--- config.mk ---
export PLATFORM = sky130hd
export DESIGN_NAME = regfile_writeback_flat
export DESIGN_NICKNAME = d
export VERILOG_FILES = /design/src/rtl/regfile_writeback_if.sv /design/src/rtl/regfile_writeback.sv /design/src/flat_wrapper.sv
export SDC_FILE = /design/constraint.sdc
export NUM_CORES = 1
export LEC_CHECK = 0
export CAP_MARGIN = 15
export CORE_MARGIN = 1.5
export CORE_UTILIZATION = 59
export CTS_CLUSTER_SIZE = 24
export DETAILED_ROUTE_END_ITERATION = 6
export PLACE_DENSITY = 0.95
export SYNTH_ARGS = -nofsm -noshare
export SYNTH_HDL_FRONTEND = slang
export SYNTH_SLANG_ARGS = --single-unit
export TNS_END_PERCENT = 10
--- constraint.sdc ---
create_clock -name clk -period 4.7 [get_ports clk]
set_input_delay 0.94 -clock clk [delete_from_list [all_inputs] [get_ports clk]]
set_output_delay 0.94 -clock clk [all_outputs]
set_load 0.01 [all_outputs]
--- src/rtl/regfile_writeback_if.sv ---
// Bundle of the write-back stage's producer, issue and register-file signals.
// The master side belongs to the producers/issue logic, the slave side to the stage.
interface regfile_writeback_if #(
   parameter int AW = 5,
   parameter int DW = 32
);
   logic          ld_valid;
   logic [AW-1:0] ld_rd;
   logic [DW-1:0] ld_data;
   logic          ld_ready;

   logic          alu_valid;
   logic [AW-1:0] alu_rd;
   logic [DW-1:0] alu_data;
   logic          alu_ready;

   logic          reserve_valid;
   logic [AW-1:0] reserve_rd;
   logic          reserve_ok;

   logic [AW-1:0] rs;
   logic [AW-1:0] rt;
   logic          rs_pending;
   logic          rt_pending;

   logic [AW-1:0] rd;
   logic [DW-1:0] input_data;
   logic          write;

   modport master (
      output ld_valid, ld_rd, ld_data,
      output alu_valid, alu_rd, alu_data,
      output reserve_valid, reserve_rd,
      output rs, rt,
      input  ld_ready, alu_ready, reserve_ok,
      input  rs_pending, rt_pending,
      input  rd, input_data, write
   );

   modport slave (
      input  ld_valid, ld_rd, ld_data,
      input  alu_valid, alu_rd, alu_data,
      input  reserve_valid, reserve_rd,
      input  rs, rt,
      output ld_ready, alu_ready, reserve_ok,
      output rs_pending, rt_pending,
      output rd, input_data, write
   );
endinterface

--- src/rtl/regfile_writeback.sv ---
// Write-back stage: merges load and ALU results into a small FIFO, retires at most
// one register-file write per cycle and tracks destinations with uncommitted writes
// so issue can stall on RAW hazards and refuse WAW reservations.
module regfile_writeback #(
   parameter int DEPTH = 4,
   parameter int AW    = 5,
   parameter int DW    = 32
) (
   input  logic             clk,
   input  logic             rst,
   regfile_writeback_if.slave bus
);
   localparam int          PW       = (DEPTH > 1) ? $clog2(DEPTH) : 1;
   localparam int          NREG     = 1 << AW;
   localparam logic [PW:0] FULL_CNT = (PW + 1)'(DEPTH);

   logic [AW-1:0]   mem_rd   [DEPTH];
   logic [DW-1:0]   mem_data [DEPTH];
   logic [PW-1:0]   wr_ptr;
   logic [PW-1:0]   rd_ptr;
   logic [PW:0]     count;

   logic            full;
   logic            empty;
   logic            push_ld;
   logic            push_alu;
   logic            push;
   logic            pop;
   logic [AW-1:0]   in_rd;
   logic [DW-1:0]   in_data;

   logic [NREG-1:0] pending;
   logic [NREG-1:0] pending_nxt;
   logic            reserve_set;

   // Handshake decode: load wins whenever it is valid, so ALU sees not-ready then.
   always_comb begin
      full     = (count == FULL_CNT);
      empty    = (count == '0);
      push_ld  = bus.ld_valid && !full;
      push_alu = bus.alu_valid && !full && !bus.ld_valid;
      push     = push_ld || push_alu;
      pop      = !empty;
      in_rd    = push_ld ? bus.ld_rd   : bus.alu_rd;
      in_data  = push_ld ? bus.ld_data : bus.alu_data;
   end

   assign bus.ld_ready  = !full;
   assign bus.alu_ready = !full && !bus.ld_valid;

   // Storage array; contents are don't-care until written, so no reset.
   always_ff @(posedge clk) begin
      if (push) begin
         mem_rd[wr_ptr]   <= in_rd;
         mem_data[wr_ptr] <= in_data;
      end
   end

   // Pointers, occupancy and the registered write port; the head pops every non-empty cycle.
   always_ff @(posedge clk) begin
      if (rst) begin
         wr_ptr         <= '0;
         rd_ptr         <= '0;
         count          <= '0;
         bus.write      <= 1'b0;
         bus.rd         <= '0;
         bus.input_data <= '0;
      end else begin
         if (push) begin
            wr_ptr <= wr_ptr + 1'b1;
         end
         if (pop) begin
            rd_ptr         <= rd_ptr + 1'b1;
            bus.write      <= (mem_rd[rd_ptr] != '0);
            bus.rd         <= mem_rd[rd_ptr];
            bus.input_data <= mem_data[rd_ptr];
         end else begin
            bus.write <= 1'b0;
         end
         unique case ({push, pop})
            2'b10:   count <= count + 1'b1;
            2'b01:   count <= count - 1'b1;
            default: count <= count;
         endcase
      end
   end

   // Reservation is legal for r0 or for any register with no write outstanding.
   always_comb begin
      bus.reserve_ok = (bus.reserve_rd == '0) || !pending[bus.reserve_rd];
      reserve_set    = bus.reserve_valid && bus.reserve_ok && (bus.reserve_rd != '0);
      bus.rs_pending = (bus.rs != '0) && pending[bus.rs];
      bus.rt_pending = (bus.rt != '0) && pending[bus.rt];
   end

   // Next scoreboard: commit clears, reservation applied afterwards so it wins on a tie.
   always_comb begin
      pending_nxt = pending;
      if (bus.write) begin
         pending_nxt[bus.rd] = 1'b0;
      end
      if (reserve_set) begin
         pending_nxt[bus.reserve_rd] = 1'b1;
      end
      pending_nxt[0] = 1'b0;
   end

   // Scoreboard register.
   always_ff @(posedge clk) begin
      if (rst) begin
         pending <= '0;
      end else begin
         pending <= pending_nxt;
      end
   end
endmodule
--- src/flat_wrapper.sv ---
// flat-port wrapper written by rule: the top's interface ports become plain ports
module regfile_writeback_flat 
#(
   parameter int DEPTH = 4,
   parameter int AW    = 5,
   parameter int DW    = 32
)
  (clk, rst, bus_ld_valid, bus_ld_rd, bus_ld_data, bus_alu_valid, bus_alu_rd, bus_alu_data, bus_reserve_valid, bus_reserve_rd, bus_rs, bus_rt, bus_ld_ready, bus_alu_ready, bus_reserve_ok, bus_rs_pending, bus_rt_pending, bus_rd, bus_input_data, bus_write);
  regfile_writeback_if #(.AW(AW), .DW(DW)) bus_i ();
  input  logic clk;
  input  logic rst;
  input wire logic [$bits(bus_i.ld_valid)-1:0] bus_ld_valid;
  input wire logic [$bits(bus_i.ld_rd)-1:0] bus_ld_rd;
  input wire logic [$bits(bus_i.ld_data)-1:0] bus_ld_data;
  input wire logic [$bits(bus_i.alu_valid)-1:0] bus_alu_valid;
  input wire logic [$bits(bus_i.alu_rd)-1:0] bus_alu_rd;
  input wire logic [$bits(bus_i.alu_data)-1:0] bus_alu_data;
  input wire logic [$bits(bus_i.reserve_valid)-1:0] bus_reserve_valid;
  input wire logic [$bits(bus_i.reserve_rd)-1:0] bus_reserve_rd;
  input wire logic [$bits(bus_i.rs)-1:0] bus_rs;
  input wire logic [$bits(bus_i.rt)-1:0] bus_rt;
  output wire logic [$bits(bus_i.ld_ready)-1:0] bus_ld_ready;
  output wire logic [$bits(bus_i.alu_ready)-1:0] bus_alu_ready;
  output wire logic [$bits(bus_i.reserve_ok)-1:0] bus_reserve_ok;
  output wire logic [$bits(bus_i.rs_pending)-1:0] bus_rs_pending;
  output wire logic [$bits(bus_i.rt_pending)-1:0] bus_rt_pending;
  output wire logic [$bits(bus_i.rd)-1:0] bus_rd;
  output wire logic [$bits(bus_i.input_data)-1:0] bus_input_data;
  output wire logic [$bits(bus_i.write)-1:0] bus_write;
  assign bus_i.ld_valid = bus_ld_valid;
  assign bus_i.ld_rd = bus_ld_rd;
  assign bus_i.ld_data = bus_ld_data;
  assign bus_i.alu_valid = bus_alu_valid;
  assign bus_i.alu_rd = bus_alu_rd;
  assign bus_i.alu_data = bus_alu_data;
  assign bus_i.reserve_valid = bus_reserve_valid;
  assign bus_i.reserve_rd = bus_reserve_rd;
  assign bus_i.rs = bus_rs;
  assign bus_i.rt = bus_rt;
  assign bus_ld_ready = bus_i.ld_ready;
  assign bus_alu_ready = bus_i.alu_ready;
  assign bus_reserve_ok = bus_i.reserve_ok;
  assign bus_rs_pending = bus_i.rs_pending;
  assign bus_rt_pending = bus_i.rt_pending;
  assign bus_rd = bus_i.rd;
  assign bus_input_data = bus_i.input_data;
  assign bus_write = bus_i.write;
  regfile_writeback #(.DEPTH(DEPTH), .AW(AW), .DW(DW)) u_core (.clk(clk), .rst(rst), .bus(bus_i));
endmodule
======== After elaboration in Yosys (flattened, before gate mapping) ========
Memories as Yosys holds them, arrays and structs flattened. A register that Yosys moved wholly into a read port is not among the register bits.
Cells that the tools add are included.
storage, ports and cells
  register bits after elaboration ......... 45
  bits in latches ......................... 0
  RAM bits ................................ 148
  ROM bits ................................ 0
  output and inout bits ................... 43
  word-level logic and storage cells ...... 69
  memories kept ........................... 2
memory list
  name             words  width  read ports  clocked after memory_dff  write ports  RTL line                 RTL
  u_core.mem_data  4      32     1           1                         1            regfile_writeback.sv:18  logic [DW-1:0] mem_data [DEPTH];
  u_core.mem_rd    4      5      1           1                         1            regfile_writeback.sv:17  logic [AW-1:0] mem_rd [DEPTH];
cells by class
  add/sub/neg operators ................... 4
  $mul .................................... 0
  divide/modulo/power cells ............... 0
  magnitude comparators ................... 6
  equality and inequality tests ........... 3
  shifts and indexed selects .............. 0
  mux-type cells .......................... 19
  bitwise logic cells ..................... 3
  reductions and logical operators ........ 25
operators by type and width
  operator                                                                      count
  32-bit 2-to-1 mux                                                             3
  32-bit bitwise AND                                                            1
  32-bit NOT                                                                    1
  32-bit bitwise OR                                                             1
  5-bit by 6-bit less-than comparator with 1-bit output, second input constant  4
  5-bit nonzero test                                                            4
  1-bit binary-select mux with 5-bit select                                     3
  1-bit demux with 5-bit select                                                 2
  5-bit by 1-bit >= comparator with 1-bit output, second input constant         2
  1-bit logical AND                                                             10
  1-bit 2-to-1 mux                                                              7
  3-bit case mux with 2 select lines                                            1
  1-bit logical NOT                                                             5
  5-bit logical NOT                                                             1
  5-bit 2-to-1 mux                                                              1
  2-bit by 1-bit adder with 2-bit output, second input constant                 2
  2-bit 2-to-1 mux                                                              2
  3-bit by 1-bit adder with 3-bit output, second input constant                 1
  3-bit equality test, second input constant                                    1
  3-bit logical NOT                                                             1
  3-bit by 1-bit subtractor with 3-bit output, second input constant            1
  2-bit by 1-bit equality test with 1-bit output, second input constant         1
  2-bit equality test, second input constant                                    1
  1-bit logical OR                                                              2
  2 further kinds                                                               2

======== Depth between registers and ports, before layout ========
Gate-level depths: netlist of run 1.
  depth in word-level cells ............... 9
  gate-level depth with buffers ........... 10
  mapped depth without buffers ............ 9

======== Worst setup path before layout of run 1 ========
OpenSTA, ideal clock, no wires.
  path kind ............................... input-to-output
  from .................................... input port bus_reserve_rd[1]
  to ...................................... output port bus_reserve_ok
  arrival time ............................ 2.593 ns
  required time ........................... 3.760 ns
  path slack .............................. 1.167 ns
  cell stages on the path ................. 6
  path buffers ............................ 2
  path through ............................ clkbuf_1 -> clkbuf_1 -> mux4_1 -> a22oi_2 -> nand2_2 -> nor4_1
between the ends
  longest elaborated chain between the ends .. 4
  elaborated cells between the ends (all ways) .. 5
  classes of those cells .................. mux (2); reduce/logical (3)
RTL lines
  item                                       RTL line                 RTL
  start, declared                            flat_wrapper.sv:19       input wire logic [$bits(bus_i.reserve_rd)-1:0] bus_reserve_rd;
  1-bit binary-select mux with 5-bit select  regfile_writeback.sv:90  bus.reserve_ok = (bus.reserve_rd == '0) || !pending[bus.reserve_rd];
  1-bit 2-to-1 mux (implied by the code)     regfile_writeback.sv:90
  1-bit logical NOT                          regfile_writeback.sv:90
  1-bit logical OR (*)                       regfile_writeback.sv:90
  end, declared                              flat_wrapper.sv:24       output wire logic [$bits(bus_i.reserve_ok)-1:0] bus_reserve_ok;
Every way passes the cells marked *; elsewhere a longest branch is shown, timed or not. The select of a mux whose other input is x is not followed.

======== Worst setup path after layout of run 1 ========
  from .................................... input port bus_reserve_rd[0]
  to ...................................... output port bus_reserve_ok
Same word-level chain as after synthesis.

==> impl_results.md, run 1 <==
- Die width: 132 um
- Critical-path cell list: clkdlybuf4s50_1 -> mux4_1 -> a22oi_2 -> nand2_2 -> nor4_1 -> clkdlybuf4s50_1
- # DRC: 0
- Fillers: 956
- Post-synth ARST share: 0%
- FMAX: 0.227 GHz
- Antenna-violating nets left: 0
- P_int: 4.65 mW
- Cell Area, Synth: 9860 um2
- Global route overflow: 0
- R2r setup slk: 2190 ps
- Vias in the first global route: 6978
- CP Class: input pin to primary output
- VDD IR max: 440 uV
- Total Wirelength: 24900 um
- Hold WC Path Type: register to register
- Routed via count divided by cell count: 6.32
- Lkg Pwr: 4.08 nW
- Gpl congestion: 1.04
- Worst-path fanout max: 7
- CTS Buffer Depth: 3
- CP max stage delay: 730 ps
- Clock slew at reported path FFs: 70 ps
- Seq pwr share: 44.6%
- Comb pwr share: 30.0%
- Worst slew pin tran: 1060 ps
- Setup violations, final: 0
- First-pass GRT wire length: 38600 um
- Hold Vio Cnt, Final: 0
- Slowest cell on the critical path: clkdlybuf4s50_1
- Synth top area cells: edfxtp_1 45%, dfxtp_1 16%, mux4_2 12%
- Top cell type's share of synthesized area: 45.1%
- Post-synth EDFFs: 148
- Switching Share: 31.6%
- Minimum clock period: 4400 ps
- Cts hold-fix bufs: 0
- Number of diodes: 0
- Initial Utilization: 59.9%
- Final non-filler cell total: 1065
- Drt wl/cell: 23.4 um
- H-tree Lvls: 1
- Initial antenna violation count: 0
- Post-synth top area cell: edfxtp_1
- RSZ-0062 raised after global routing: no
- Initial DRC count: 688
- Power share of the clock group: 25.3%
- Final count of pins violating max slew: 0
- Root Buffer: clkbuf_16
- Cell Pwr Density: 562 nW/um2
- WP data arrival: 3460 ps
- Post-synth top flop: edfxtp_1
- Hold slack: 456 ps
- Top-level port count: 137
- Die area: 17500 um2
- Worst skew pair latency: 510 ps
- Multi-input combinational cell area: 3620 um2
- PortBufs: 136
- Post-layout power: 6.80 mW
- Sw Pwr: 2.15 mW
- Die H: 132 um
- FF+latch area: 6010 um2
- Crit end category: primary output
- Register bit total from synthesis: 226
- Std-Cell Rows: 47
- Cells after synthesis: 704
- Startpoint types: input pin
- Post-Syn Nets: 804
- Via count: 6727
- WP data required: 3760 ps
- Status: finished clean
- NumNets Final: 929
- Setup TNS: 0 ps
- # Post-CTS Setup Buffers: 0
- Synth warnings: 0
- Largest net degree at the start of global routing: 78
- Num CTS Buffers: 22
- CTS tree: yes
- Area Growth Syn to Fin: 22.6%
- Most common cell on crit path: clkdlybuf4s50_1
- Synth unique cells: 52
- Max-cap violations: 0
- Clock Sinks: 226
- # resized after CTS: 0
- Relative slew slack: 29.6%
- Number of detailed-route iterations in the first pass: 7
- DP Wirelength: 15200 um
- Core ar.: 16500 um2
- CP bufs+invs: 2
- Gr usage total: 28.6%
- Period Utilization, post-route: 93.6%
- Placed cells: 1025
- Sequential area share after synthesis: 60.9%
- Layout cells sized above 1: 18.6%
- Post-synthesis area per instance: 14.0 um2
- Fin Clk Skew: 8.19 ps
- Largest delay share family, worst path: buffers and inverters
[cell usage after synthesis (11+ instances only)]
library cell  number
edfxtp_1         148
nand2_1           98
dfxtp_1           78
mux4_2            54
a21oi_1           41
mux2_2            41
o21ai_0           36
clkbuf_1          30
nand3b_1          20
nor2b_1           17
nor2_1            16
inv_1             13
buf_2             11
o41ai_1           11
[final cells by class]
type	instances	share of cell area [%]
Sequential cell	226	49.7
Multi-Input combinational cell	418	29.9
Timing Repair Buffer	148	12.0
Clock buffer	33	5.29
Tap cell	220	2.28
Clock inverter	7	0.486
Inverter	13	0.403
[per-layer routing]
layer  wire (um)  share of wire, %  up-vias  track usage (%)
li1            -                 -     2928                -
met1        9320                37     3308             36.4
met2       12600                50      413             47.8
met3        2010               8.1       78             5.61
met4        1010               4.1        0             13.6
met5           0                 0        -                0
[flip-flops by register name, summed over array words and instances, names as in the netlist, named ones only]
| name | cells |
|---|---|
| u_core.bus.input_data | 32 |
| u_core.bus.rd | 5 |
| u_core.pending | 31 |
| u_core.rd_ptr | 2 |
| u_core.wr_ptr | 2 |
| u_core.mem_data | 128 |
| u_core.bus.write | 1 |
| u_core.mem_rd | 20 |
| u_core.count | 3 |
[worst min-delay path, stage by stage (launching register included)]
cell	delay, ps
dfxtp_1	310
nand2_1	50
a21oi_1	50
[final timing paths]
path	start	endpoint	depth (start not counted)
worst max-delay path	bus_reserve_rd[0]	bus_reserve_ok	6
worst min-delay path	u_core.bus.input_data[3]	u_core.bus.input_data[3]	2
worst max register to register	u_core.count[2]	u_core.count[2]	9
worst min register to register	u_core.bus.input_data[3]	u_core.bus.input_data[3]	2
[metrics by stage]
stage,setup slack [ps],cell area (um2),util (%)
floorplan,1170,9860,-
global placement,333,11400,69.2
detailed placement,321,11400,69.2
CTS,314,12100,73.4
global route,196,12100,73.4
finish,302,12100,73.4
[power groups by stage]
stage | sequential [mW] | clock [mW] | combinational [mW]
CTS | 3.03 | 1.73 | 2.04
detailed placement | 3.04 | 0 | 2.00
global route | 3.08 | 1.80 | 2.18
global placement | 2.99 | 0 | 1.92
floorplan | 2.97 | 0 | 1.22
finish | 3.03 | 1.72 | 2.04
[cell families (layout without fill, tap and decap cells)]
group           after synthesis  count (layout)  share of synthesized area [%]
compound gates              105             105                           6.46
xor+xnor                      5               5                          0.444
fa+ha+maj                     6               6                          0.837
buf+inv                      60             201                           2.50
flops                       226             226                           60.9
mux                         105             105                           18.6
simple gates                197             197                           10.3
[placed cells by master (no fill, tap or decap), types with 12 or more instances in the layout]
cell type and n:
a21oi_1 41, buf_4 12, clkbuf_16 24, clkdlybuf4s50_1 135
dfxtp_1 77, edfxtp_1 148, inv_1 13, mux2_2 41
mux4_2 54, nand2_1 98, nand3b_1 20, nor2_1 16
nor2b_1 17, o21ai_0 36
Power figures use the tool's default switching activity.
==> run 2: changes to the inputs <==
--- a/config.mk
+++ b/config.mk
@@ -7,10 +7,10 @@
 export LEC_CHECK = 0
 export CAP_MARGIN = 15
 export CORE_MARGIN = 1.5
-export CORE_UTILIZATION = 59
+export CORE_UTILIZATION = 50
 export CTS_CLUSTER_SIZE = 24
 export DETAILED_ROUTE_END_ITERATION = 6
-export PLACE_DENSITY = 0.95
+export PLACE_DENSITY = 0.88
 export SYNTH_ARGS = -nofsm -noshare
 export SYNTH_HDL_FRONTEND = slang
 export SYNTH_SLANG_ARGS = --single-unit
==> constraint.sdc (replaced) <==
create_clock -name clk -period 4 [get_ports clk]
set_input_delay 0.8 -clock clk [delete_from_list [all_inputs] [get_ports clk]]
set_output_delay 0.8 -clock clk [all_outputs]
set_load 0.01 [all_outputs]
==> run 2 against run 1 <==
Routed wire length shrank 7.9%; largest power group unchanged; global-route usage shrank 5.9 points; critical path depth grew 1; highest routed layer unchanged; clock power grew 38%; register-to-register slack lost 640 ps; sequential cell count is the same; design area grew 2.5%; critical endpoint unchanged; sequential power grew 17%; total power grew 22%.
==> impl_results.md, run 2 (synthesis gave the netlist of run 1 again) <==
- Worst-path fanout max: 6 (-1)
- DP Wirelength: 14900 um (-2.4%)
- Number of diodes: 0 (unchanged)
- Period Utilization, post-route: 96.0%
- Final non-filler cell total: 1121 (+5.3%)
- Worst skew pair latency: 500 ps (about the same)
- Num CTS Buffers: 22 (unchanged)
- Hold Vio Cnt, Final: 0 (unchanged)
- Layout cells sized above 1: 20.4% (+1.9 points)
- # DRC: 0 (unchanged)
- Largest delay share family, worst path: buffers and inverters
- CP Class: input pin to primary output
- Routed via count divided by cell count: 5.82 (-7.9%)
- Initial antenna violation count: 0 (unchanged)
- VDD IR max: 500 uV (+14%)
- Final Core Density: 63.9% (-9.6 points)
- H-tree Lvls: 1 (unchanged)
- Top flop regs: u_core.mem_data (128), u_core.bus.input_data (32), u_core.pending (31)
- Vias in the first global route: 6622 (-5.1%)
- Fin Clk Skew: 18.4 ps (+10.2 ps)
- Via count: 6520 (-3.1%)
- # Post-CTS Setup Buffers: 0 (unchanged)
- CTS Buffer Depth: 3 (unchanged)
- Placed cells: 1081 (+5.5%)
- Clock slew at reported path FFs: 60 ps (about the same)
- Fillers: 1394 (+46%)
- CP bufs+invs: 3 (+1)
- Minimum clock period: 3840 ps
- Lkg Pwr: 4.22 nW (+3.4%)
- Crit end category: primary output
- Hold slack: 449 ps (-6.55 ps)
- Root Buffer: clkbuf_16
- Die width: 143 um (+8.4%)
- Startpoint types: input pin
- Number of detailed-route iterations in the first pass: 7 (unchanged)
- RSZ-0062 raised after global routing: no
- WP data required: 3200 ps (-560 ps)
- Slowest cell on the critical path: clkdlybuf4s50_1
- Initial DRC count: 542 (-21%)
- Pre-CTS WS: -74.5 ps (-396 ps)
- Commonest non-fill, non-tap cells in the layout: 148 x edfxtp_1, 133 x clkdlybuf4s50_1, 98 x nand2_1, 77 x dfxtp_1, 54 x mux4_2
- Die H: 143 um (+8.4%)
- Worst slew pin tran: 916 ps (-141 ps)
- Core ar.: 19400 um2 (+18%)
- CP max stage delay: 600 ps (-130 ps)
- Biggest register: u_core.mem_data
- Fin worst setup slack: 161 ps (-141 ps)
- First-pass GRT wire length: 35600 um (-7.6%)
- NumNets Final: 940 (+1.2%)
- Drt wl/cell: 20.5 um (-13%)
- Setup violations, final: 0 (unchanged)
- Largest net degree at the start of global routing: 78 (unchanged)
- Total Wirelength: 22900 um (-7.9%)
- WP data arrival: 3040 ps (-420 ps)
- Clock Sinks: 226 (unchanged)
- Initial Utilization: 50.8% (-9.1 points)
- Antenna-violating nets left: 0 (unchanged)
- Relative slew slack: 38.9% (+9.3 points)
- PortBufs: 136 (unchanged)
- Gpl congestion: 0.940 (-9.2%)
- Hold WC Path Type: register to register
- Final count of pins violating max slew: 0 (unchanged)
- Post-layout power: 8.29 mW (+22%)
- Global route overflow: 0 (unchanged)
- CTS tree: yes
- Die area: 20600 um2 (+18%)
- Number of flip-flops in the largest register: 128 (unchanged)
- FMAX: 0.260 GHz
- Most common cell after layout, fill and taps aside: edfxtp_1
- Area Growth Syn to Fin: 25.7%
- Top-level port count: 137 (unchanged)
- Cell Pwr Density: 669 nW/um2 (+19%)
- Gr usage total: 22.7% (-5.9 points)
- Max-cap violations: 0 (unchanged)
- Cts hold-fix bufs: 0 (unchanged)
- Critical-path cell list: dlygate4sd2_1 -> buf_4 -> mux4_2 -> mux2i_1 -> nor2_1 -> nor4_1 -> clkdlybuf4s50_1
- Status: finished clean
- Std-Cell Rows: 51 (+8.5%)
-- run 2: repair_timing --
action                     4_1_cts  5_1_grt
cloned                           0        0
setup endpoints to repair        1        1
resized for setup                1        1
-- run 2: stage by stage --
step                TNS, ps  instance area, um2
finish                    0               12400
global route              0               12400
CTS                       0               12400
detailed placement    -74.5               11500
global placement      -51.0               11500
floorplan                 0                9860
-- run 2: layout make-up --
type                    count  area (um2)  share of cell area (%)
flip-flops and latches    226        6010                    48.5
well taps                 265         332                    2.68
clock inverters            14         251                    2.03
inverters                  13        48.8                   0.394
clock buffers              26         607                    4.90
repair buffers            159        1530                    12.3
multi-input cells         418        3620                    29.2
-- run 2: tightest hold or removal path: cells and delay by family (launching register included) --
kind	cells	cell delay, ps
AO/OA/AOI/OAI	1	50
AND/OR/NAND/NOR	1	50
flip-flops	1	310
-- run 2: path summary, 6_finish.rpt --
kind                                   from                        end  slack (ps)  depth (start not counted)
hold reg to reg   u_core.bus.input_data[30]  u_core.bus.input_data[30]         450                          2
hold / removal    u_core.bus.input_data[30]  u_core.bus.input_data[30]         450                          2
setup / recovery          bus_reserve_rd[0]             bus_reserve_ok         160                          7
setup reg to reg            u_core.count[2]            u_core.count[2]        1550                          9
-- run 2: metal layers --
| layer | track usage, % | share of wire (%) | vias to the layer above | wire length [um] |
|---|---|---|---|---|
| met3 | 4.30 | 8.6 | 50 | 1960 |
| li1 | - | - | 2947 | - |
| met2 | 39.1 | 51 | 309 | 11700 |
| met1 | 29.0 | 38 | 3214 | 8760 |
| met5 | 0 | 0 | - | 0 |
| met4 | 7.30 | 2.4 | 0 | 541 |
-- run 2: where the power goes --
group          internal, mW  switching [mW]  leakage, nW
clock network          1.54           0.847        0.422
logic                  1.11            1.24         1.79
registers              3.19           0.360         2.01
total                  5.84            2.45         4.22
==> run 3: changes to the inputs <==
--- a/config.mk
+++ b/config.mk
@@ -10,6 +10,7 @@
 export CORE_UTILIZATION = 50
 export CTS_CLUSTER_SIZE = 24
 export DETAILED_ROUTE_END_ITERATION = 6
+export MAX_ROUTING_LAYER = met4
 export PLACE_DENSITY = 0.88
 export SYNTH_ARGS = -nofsm -noshare
 export SYNTH_HDL_FRONTEND = slang
==> constraint.sdc (replaced) <==
create_clock -name clk -period 3.3 [get_ports clk]
set_input_delay 0.66 -clock clk [delete_from_list [all_inputs] [get_ports clk]]
set_output_delay 0.66 -clock clk [all_outputs]
set_load 0.01 [all_outputs]
==> run 3 against run 2 <==
Core utilization shrank 0.16 points; clock power is 4% higher; critical path depth fell by 2; worst setup slack worse by 99 ps; critical path type unchanged.
==> impl_results.md, run 3 (synthesis gave the netlist of run 1 again) <==
- Multi-input combinational cell area: 3620 um2 (unchanged)
- Area Growth Syn to Fin: 25.4%
- Fin Clk Skew: 8.59 ps (-9.78 ps)
- DP Wirelength: 14900 um (-0.23%)
- Antenna-violating nets left: 0 (unchanged)
- Biggest register: u_core.mem_data
- Slowest cell on the critical path: clkdlybuf4s50_1
- CTS Buffer Depth: 3 (unchanged)
- Drt wl/cell: 20.2 um (-1.2%)
- Comb pwr share: 30.9% (+2.5 points)
- PortBufs: 136 (unchanged)
- CP Class: input pin to primary output
- Clock slew at reported path FFs: 60 ps (about the same)
- Top flop regs: u_core.mem_data (128), u_core.bus.input_data (32), u_core.pending (31)
- Die width: 143 um (unchanged)
- Worst slew pin tran: 855 ps (-61.0 ps)
- WP data required: 2640 ps (-560 ps)
- Core ar.: 19400 um2 (unchanged)
- Fillers: 1437 (+3.1%)
- RSZ-0062 raised after global routing: no
- Gpl congestion: 0.978 (+4.1%)
- Largest delay share family, worst path: buffers and inverters
- Placed inst area: 11600 um2 (+0.95%)
- Placed cells: 1089 (+0.74%)
- Initial Utilization: 50.8% (unchanged)
- Setup TNS: 0 ps (unchanged)
- Most common cell after layout, fill and taps aside: edfxtp_1
- Hold Vio Cnt, Final: 0 (unchanged)
- Std-Cell Rows: 51 (unchanged)
- Final count of pins violating max slew: 0 (unchanged)
- Critical-path cell list: clkdlybuf4s50_1 -> mux4_2 -> mux2_2 -> o311a_1 -> clkdlybuf4s50_1
- Fin worst setup slack: 61.8 ps (-99.2 ps)
- Period Utilization, post-route: 98.1%
- CP bufs+invs: 2 (-1)
- Number of flip-flops in the largest register: 128 (unchanged)
- Layout cells sized above 1: 20.9% (+0.51 points)
- NumNets Final: 948 (+0.85%)
- Hold WC Path Type: register to register
- Crit end category: primary output
- Cts hold-fix bufs: 0 (unchanged)
- Relative slew slack: 43.0% (+4.2 points)
- Switching Share: 30.6% (+1.0 points)
- Via count: 6487 (-0.51%)
- Sw Pwr: 2.96 mW (+21%)
- Number of detailed-route iterations in the first pass: 7 (unchanged)
- Top-level port count: 137 (unchanged)
- Status: finished clean
- Setup violations, final: 0 (unchanged)
- FF+latch area: 6010 um2 (unchanged)
- Seq pwr share: 43.5% (+0.7 points)
- Minimum clock period: 3240 ps
- Worst-path fanout max: 3 (-3)
- Finished layout cell area: 12400 um2 (-0.25%)
- P_int: 6.72 mW (+15%)
- Power share of the clock group: 25.5% (-3.3 points)
- Commonest non-fill, non-tap cells in the layout: 148 x edfxtp_1, 129 x clkdlybuf4s50_1, 98 x nand2_1, 77 x dfxtp_1, 54 x mux4_2
- VDD IR max: 521 uV (+4.2%)
- Initial DRC count: 465 (-14%)
- Lkg Pwr: 4.22 nW (about the same)
- Number of diodes: 0 (unchanged)
- Final non-filler cell total: 1129 (+0.71%)
- Die area: 20600 um2 (unchanged)
- FMAX: 0.309 GHz
- Max-cap violations: 0 (unchanged)
- # DRC: 0 (unchanged)
- Global route overflow: 0 (unchanged)
- Root Buffer: clkbuf_16
- Cell Pwr Density: 783 nW/um2 (+17%)
- First-pass GRT wire length: 35700 um (+0.23%)
- WP data arrival: 2580 ps (-460 ps)
- Total Wirelength: 22800 um (-0.46%)
- Gr usage total: 23.4% (+0.74 points)
- H-tree Lvls: 1 (unchanged)
- Startpoint types: input pin
- Clock Sinks: 226 (unchanged)
- Routed via count divided by cell count: 5.75 (-1.2%)
- Num CTS Buffers: 22 (unchanged)
- Worst skew pair latency: 490 ps (about the same)
- CP max stage delay: 560 ps (-40 ps)
- Most common cell on crit path: clkdlybuf4s50_1
- Pre-CTS WS: -536 ps (-462 ps)
- Largest net degree at the start of global routing: 78 (unchanged)
- Die H: 143 um (unchanged)
- CTS tree: yes
- Initial antenna violation count: 0 (unchanged)
- Vias in the first global route: 6618 (-0.060%)
-- run 3: worst min-delay path: stages (launching register included) --
cell	delay [ps]
dfxtp_1	310
nand2_1	50
a21oi_1	50
-- run 3: metal layers --
layer / track usage (%) / wire [um]
met1: 29.6 / 9050
met2: 38.6 / 11500
met3: 3.93 / 1690
met4: 8.06 / 633
met5: - / 0
-- run 3: path summary, 6_finish.rpt --
path	to	startpoint	slack, ps	cells after the start
min	u_core.bus.input_data[0]	u_core.bus.input_data[0]	450	2
max	bus_rs_pending	bus_rs[2]	60	5
max reg2reg	u_core.count[2]	u_core.count[2]	800	9
min reg2reg	u_core.bus.input_data[0]	u_core.bus.input_data[0]	450	2
-- run 3: metrics by stage --
step / hold WS [ps] / util, % / power [mW]
after CTS: 453 / 63.7 / 9.76
final: 451 / 63.7 / 9.68
after global routing: 469 / 63.7 / 10.2
after global placement: 437 / 60.0 / 7.13
after detailed placement: 445 / 60.0 / 7.26
after floorplan: 467 / - / 5.97
-- run 3: what timing repair did --
item | 4_1_cts | 5_1_grt
pin swaps | 0 | 0
setup buffers | 0 | 0
endpoints found under the hold margin | 0 | 0
gates resized for setup | 6 | 6
endpoints found under the setup margin | 3 | 2
-- run 3: cell type report --
cell class | count | area share [%]
clock buffers | 34 | 5.34
clock inverters | 6 | 0.506
inverters | 13 | 0.395
multi-input cells | 418 | 29.3
flip-flops and latches | 226 | 48.6
well taps | 265 | 2.68
repair buffers | 167 | 13.2
-- run 3: power by group through the flow --
stage	combinational [mW]	sequential, mW	clock, mW
2_1_floorplan	1.74	4.23	0
3_3_place_gp	2.92	4.21	0
3_5_place_dp	3.00	4.26	0
4_1_cts	3.03	4.22	2.52
5_1_grt	3.25	4.28	2.63
6_report	2.99	4.22	2.47
